==> config.mk <==
export PLATFORM = sky130hd
export DESIGN_NAME = delay_scheduler
export DESIGN_NICKNAME = d
export VERILOG_FILES = /design/src/rtl/delay_scheduler.sv
export SDC_FILE = /design/constraint.sdc
export NUM_CORES = 1
export LEC_CHECK = 0
export BUFFER_PORTS_ARGS = -buffer_cell sky130_fd_sc_hd__buf_4
export CORE_ASPECT_RATIO = 0.9
export CORE_MARGIN = 2
export CORE_UTILIZATION = 50
export CTS_CLUSTER_SIZE = 24
export DETAILED_ROUTE_END_ITERATION = 7
export PLACE_DENSITY = 0.81
export RECOVER_POWER = 50
export SETUP_SLACK_MARGIN = 0.1
export SYNTH_ARGS = -nofsm -noshare
export SYNTH_HDL_FRONTEND = slang
export SYNTH_SLANG_ARGS = --single-unit
==> constraint.sdc <==
create_clock -name clk -period 1.5 [get_ports clk]
set_input_delay 0.075 -clock clk [delete_from_list [all_inputs] [get_ports clk]]
set_output_delay 0.075 -clock clk [all_outputs]
set_load 0.005 [all_outputs]
==> src/rtl/delay_scheduler.sv <==
// Shared delay/pulse timer. Pending requesters are granted round-robin. After a
// programmable delay, the granted channel's output carries a pulse of programmable width.
module delay_scheduler #(
    parameter int N_REQ       = 4,
    parameter int COUNT_WIDTH = 8
) (
    input  logic                   clk,
    input  logic                   reset,
    input  logic [N_REQ-1:0]       req,
    input  logic [COUNT_WIDTH-1:0] cfg_delay,
    input  logic [COUNT_WIDTH-1:0] cfg_width,
    output logic [N_REQ-1:0]       sig_out,
    output logic [N_REQ-1:0]       grant,
    output logic [N_REQ-1:0]       pending,
    output logic                   busy
);

    localparam int PTR_W = (N_REQ > 1) ? $clog2(N_REQ) : 1;
    localparam logic [PTR_W-1:0]       PTR_RST = PTR_W'(N_REQ - 1);
    localparam logic [COUNT_WIDTH-1:0] CNT_ONE = COUNT_WIDTH'(1);
    localparam logic [N_REQ-1:0]       ONEHOT0 = N_REQ'(1);

    typedef enum logic [1:0] {
        S_IDLE,
        S_DELAY,
        S_PULSE
    } state_t;

    state_t                 r_state,   w_state_nx;
    logic [COUNT_WIDTH-1:0] r_count,   w_count_nx;
    logic [COUNT_WIDTH-1:0] r_delay,   w_delay_nx;
    logic [COUNT_WIDTH-1:0] r_width,   w_width_nx;
    logic [PTR_W-1:0]       r_ptr,     w_ptr_nx;
    logic [N_REQ-1:0]       r_grant,   w_grant_nx;
    logic [N_REQ-1:0]       r_sig,     w_sig_nx;
    logic [N_REQ-1:0]       r_pending, w_pending_nx;
    logic                   r_busy,    w_busy_nx;
    logic [N_REQ-1:0]       w_clr;
    logic                   w_found;
    logic [PTR_W-1:0]       w_sel;
    logic [N_REQ-1:0]       w_sel_onehot;

    // Round-robin pick: first pending channel strictly after the last one granted.
    always_comb begin : rr_search
        int v_idx;
        v_idx   = 0;
        w_found = 1'b0;
        w_sel   = r_ptr;
        for (int k = 1; k <= N_REQ; k++) begin
            v_idx = int'(r_ptr) + k;
            if (v_idx >= N_REQ) v_idx = v_idx - N_REQ;
            if (!w_found && r_pending[v_idx[PTR_W-1:0]]) begin
                w_found = 1'b1;
                w_sel   = v_idx[PTR_W-1:0];
            end
        end
    end

    assign w_sel_onehot = ONEHOT0 << w_sel;

    // NOTE: every next-state signal receives a default at the top of this block.
    // Without the defaults, any path that leaves a signal unassigned would infer a latch.
    always_comb begin
        w_state_nx = r_state;
        w_count_nx = r_count;
        w_delay_nx = r_delay;
        w_width_nx = r_width;
        w_ptr_nx   = r_ptr;
        w_grant_nx = r_grant;
        w_sig_nx   = r_sig;
        w_clr      = '0;

        case (r_state)
            S_IDLE: begin
                if (w_found) begin
                    w_grant_nx = w_sel_onehot;
                    w_ptr_nx   = w_sel;
                    w_delay_nx = cfg_delay;
                    w_width_nx = (cfg_width == '0) ? CNT_ONE : cfg_width;
                    w_count_nx = '0;
                    w_clr      = w_sel_onehot;
                    w_state_nx = S_DELAY;
                end
            end
            S_DELAY: begin
                if (r_count == r_delay) begin
                    w_count_nx = CNT_ONE;
                    w_sig_nx   = r_grant;
                    w_state_nx = S_PULSE;
                end else begin
                    w_count_nx = r_count + CNT_ONE;
                end
            end
            S_PULSE: begin
                if (r_count == r_width) begin
                    w_sig_nx   = '0;
                    w_grant_nx = '0;
                    w_count_nx = '0;
                    w_state_nx = S_IDLE;
                end else begin
                    w_count_nx = r_count + CNT_ONE;
                end
            end
            default: begin
                w_sig_nx   = '0;
                w_grant_nx = '0;
                w_count_nx = '0;
                w_state_nx = S_IDLE;
            end
        endcase

        // Set wins over clear: a channel requesting again on its own grant edge is re-queued.
        w_pending_nx = (r_pending & ~w_clr) | req;
        w_busy_nx    = (w_state_nx != S_IDLE);
    end

    // NOTE: state registers use non-blocking assignments, so every register in this
    // block samples pre-edge values and stays independent of statement order.
    always_ff @(posedge clk or negedge reset) begin
        if (!reset) begin
            r_state   <= S_IDLE;
            r_count   <= '0;
            r_delay   <= '0;
            r_width   <= '0;
            r_ptr     <= PTR_RST;
            r_grant   <= '0;
            r_sig     <= '0;
            r_pending <= '0;
            r_busy    <= 1'b0;
        end else begin
            r_state   <= w_state_nx;
            r_count   <= w_count_nx;
            r_delay   <= w_delay_nx;
            r_width   <= w_width_nx;
            r_ptr     <= w_ptr_nx;
            r_grant   <= w_grant_nx;
            r_sig     <= w_sig_nx;
            r_pending <= w_pending_nx;
            r_busy    <= w_busy_nx;
        end
    end

    assign sig_out = r_sig;
    assign grant   = r_grant;
    assign pending = r_pending;
    assign busy    = r_busy;

endmodule

==> metrics <==
status=finished, violations left; violated checks=setup timing; GRT Residual Overflow=0; first-pass GRT wire length=between 10 and 15 mm; clk_skew=roughly 0.015 ns; Setup Viol. Count Final=41; Port Buf Inserts=34; measured slew at the worst slew-check pin=slightly above 1 ns; critical-path cell list=buf_6 -> nor4_4 -> buf_4 -> nand2_1 -> nand4_1 -> xor2_1 -> nor2_1; final core occ=0.884; Max VDD drop=roughly 0.0014 V; I/O pins=35; Antenna Cells=0; synthesized cell area=approximately 2200 um^2; # clock sinks=41; flops & latches, synth=41; pin count of the biggest net entering global routing=42; syn_nets=229; Detailed Place HPWL=3.59 mm; initial drt markers=203; Total GRT Usage=0.287; Vias per Instance=around 6; WL per Instance=22.0 um; WL final=between 8 and 9 mm; Final #Nets=343; Synth Area per Inst=10.6 um^2; Pleak=around 1.7 nW; fin crit share=1.25; Place WS=-0.266 ns; clk buf depth=2; Worst setup SP type=flip-flop; core area=4100 um^2; DRC=0; DR pass1 iterations=5; Seq/Total Area, Yosys=0.478; Required @ worst endpoint=1.68 ns; clock latency on the worst-skew pair=between 0.3 and 0.4 ns; Worst Path Buf+Inv=2; Rows=22; RePlAce Congestion=0.867; Hold Vio Cnt, Final=0; antenna-violating nets left=0; initial antenna violation count=0; Max Cap Viol=0; crit path DAT=2.06 ns; hold crit path type=in -> reg; Initial Util=0.524; Top delay family on crit path=simple AND/OR/NAND/NOR gates; FF-to-FF setup slack=-0.38 ns; Yosys warnings=0; Max FO, Critical Path=4; critical path's slowest cell=dfrtp_1; Slew Viols, Final=0; share of layout cells above drive strength 1=0.577; vias in the first global route=around 2.1k; die width=around 73 um; WHS=0.00299 ns; die height=roughly 66 um; Area Growth Syn to Fin=68.5%; largest stage delay on the critical path=0.43 ns; Num CTS Buffers=5; Worst setup EP type=flip-flop; setup TNS=-7.71 ns; Setup CP Type=reg -> reg; min cycle time layout=1.88 ns; placed inst area=~2800 um^2; Power Density=2100 nW/um^2; setup ws final=-0.379 ns; post-route cell area=between 3000 and 4000 um^2; CTS tree=yes; clock root cell=clkbuf_8; distinct cell type count after synthesis=38; Worst-path clk slew=roughly 0.080 ns; RSZ-0062 raised after global routing=yes; die area=just under 5000 um^2; via count=2173; Cells after Synth=202; slew margin rel.=0.322; H-tree depth=2; maximum clock frequency=532 MHz
==> routing by layer <==
layer | GRT usage | up-vias | wire length (um)
li1 | - | 931 | -
met1 | 0.329 | 1047 | 2840
met5 | 0 | - | 0
met4 | 0.144 | 0 | 616
met3 | 0.0686 | 52 | 547
met2 | 0.495 | 143 | 4030
==> cell families (layout without fill, tap and decap cells) <==
group	after synthesis	after routing	share of synthesized area
xor gates and xnor gates	22	22	0.0966
and+or+nand+nor	78	78	0.181
adders and majority gates	5	5	0.0291
buffers and inverters	13	128	0.0390
muxes	16	16	0.0832
AOI/OAI and AO/OA	27	27	0.0931
DFF	41	41	0.478
==> metrics by stage <==
step	power [mW]	instances
after floorplan	3.65	202
after global placement	4.75	319
after detailed placement	4.83	319
after CTS	6.53	352
after global routing	7.85	365
final	7.61	365
==> worst register-to-register path: stages (launching register included) <==
cell     delay [ns]
dfrtp_1        0.43
buf_6          0.14
nor4_4         0.23
buf_4          0.19
nand2_1        0.13
nand4_1        0.20
xor2_1         0.31
nor2_1         0.11
==> cell type report <==
cell class              count  area, um^2
multi-input cells         148        1400
flip-flops and latches     41        1030
repair buffers            116         980
fillers                   176         477
clock buffers               5        68.8
clock inverters             3        65.1
well taps                  48        60.1
inverters                   4        15.0
==> power by group <==
part / total [mW] / switching [mW] / internal [mW] / leakage (nW)
logic: 4.47 / 1.95 / 2.52 / 1.11
registers: 2.07 / 0.522 / 1.54 / 0.496
clock network: 1.08 / 0.415 / 0.661 / 0.0681
total: 7.61 / 2.89 / 4.72 / 1.67
==> worst paths after layout <==
kind	startpoint	to	cells past startpoint
setup / recovery	pending[3]$_DFF_PN0_	r_count[6]$_DFFE_PN0P_	7
hold / removal	cfg_delay[3]	r_delay[3]$_DFFE_PN0P_	2
setup reg to reg	pending[3]$_DFF_PN0_	r_count[6]$_DFFE_PN0P_	7
hold reg to reg	r_ptr[0]$_DFFE_PN1P_	r_ptr[0]$_DFFE_PN1P_	2
max in group asynchronous	reset	pending[2]$_DFF_PN0_	2
min in group asynchronous	reset	sig_out[3]$_DFFE_PN0P_	2
==> Yosys cell counts, drive strengths merged <==
cell type | n | area, um^2
a211o | 1 | 8.76
a21o | 4 | 30.0
a21oi | 7 | 35.0
a221oi | 1 | 26.3
a22o | 2 | 17.5
and2 | 2 | 12.5
and3 | 3 | 18.8
and3b | 1 | 8.76
buf | 6 | 57.6
clkbuf | 3 | 11.3
dfrtp | 39 | 976
dfstp | 2 | 52.6
ha | 5 | 62.6
inv | 4 | 15.0
mux2 | 15 | 169
mux2i | 1 | 10.0
nand2 | 23 | 86.3
nand2b | 5 | 31.3
nand3 | 5 | 25.0
nand4 | 10 | 62.6
nor2 | 13 | 48.8
nor2b | 1 | 6.26
nor3 | 5 | 25.0
nor3b | 1 | 7.51
nor4 | 3 | 18.8
o21a | 1 | 7.51
o21ai | 6 | 30.0
o21bai | 1 | 7.51
o2bb2ai | 2 | 17.5
o32a | 1 | 11.3
o41ai | 1 | 8.76
or2 | 1 | 6.26
or3 | 5 | 31.3
xnor2 | 19 | 181
xor2 | 3 | 26.3
==> sequential cells by signal (all words and copies together) (netlist names) <==
| name | flops |
|---|---|
| sig_out | 4 |
| r_width | 8 |
| r_ptr | 2 |
| grant | 4 |
| busy | 1 |
| r_state | 2 |
| r_count | 8 |
| r_delay | 8 |
| pending | 4 |
==> timing repair <==
item,CTS,global route
hold endpoints to repair,47,4
hold buffers,9,4
resized for setup,38,35
setup endpoints to repair,40,41
pin swaps,17,12
gates cloned,0,1
buffers inserted,16,8
==> cell usage in the layout (no fill, tap or decap), drive strengths merged, types with 2 or more instances in the layout <==
cell and instances:
xnor2 19, o2bb2ai 2, inv 4, xor2 3, nor3 5, buf 101
bufinv 2, o21ai 6, dfrtp 39, a22o 2, nor4 3, dfstp 2
and3 3, nand3 5, nand4 10, nor2 13, a21oi 7, dlygate4sd3 13
mux2 15, and2 2, clkbuf 7, ha 5, nand2 23, a21o 4
nand2b 5, or3 5
(Power assumes the default switching activity.)
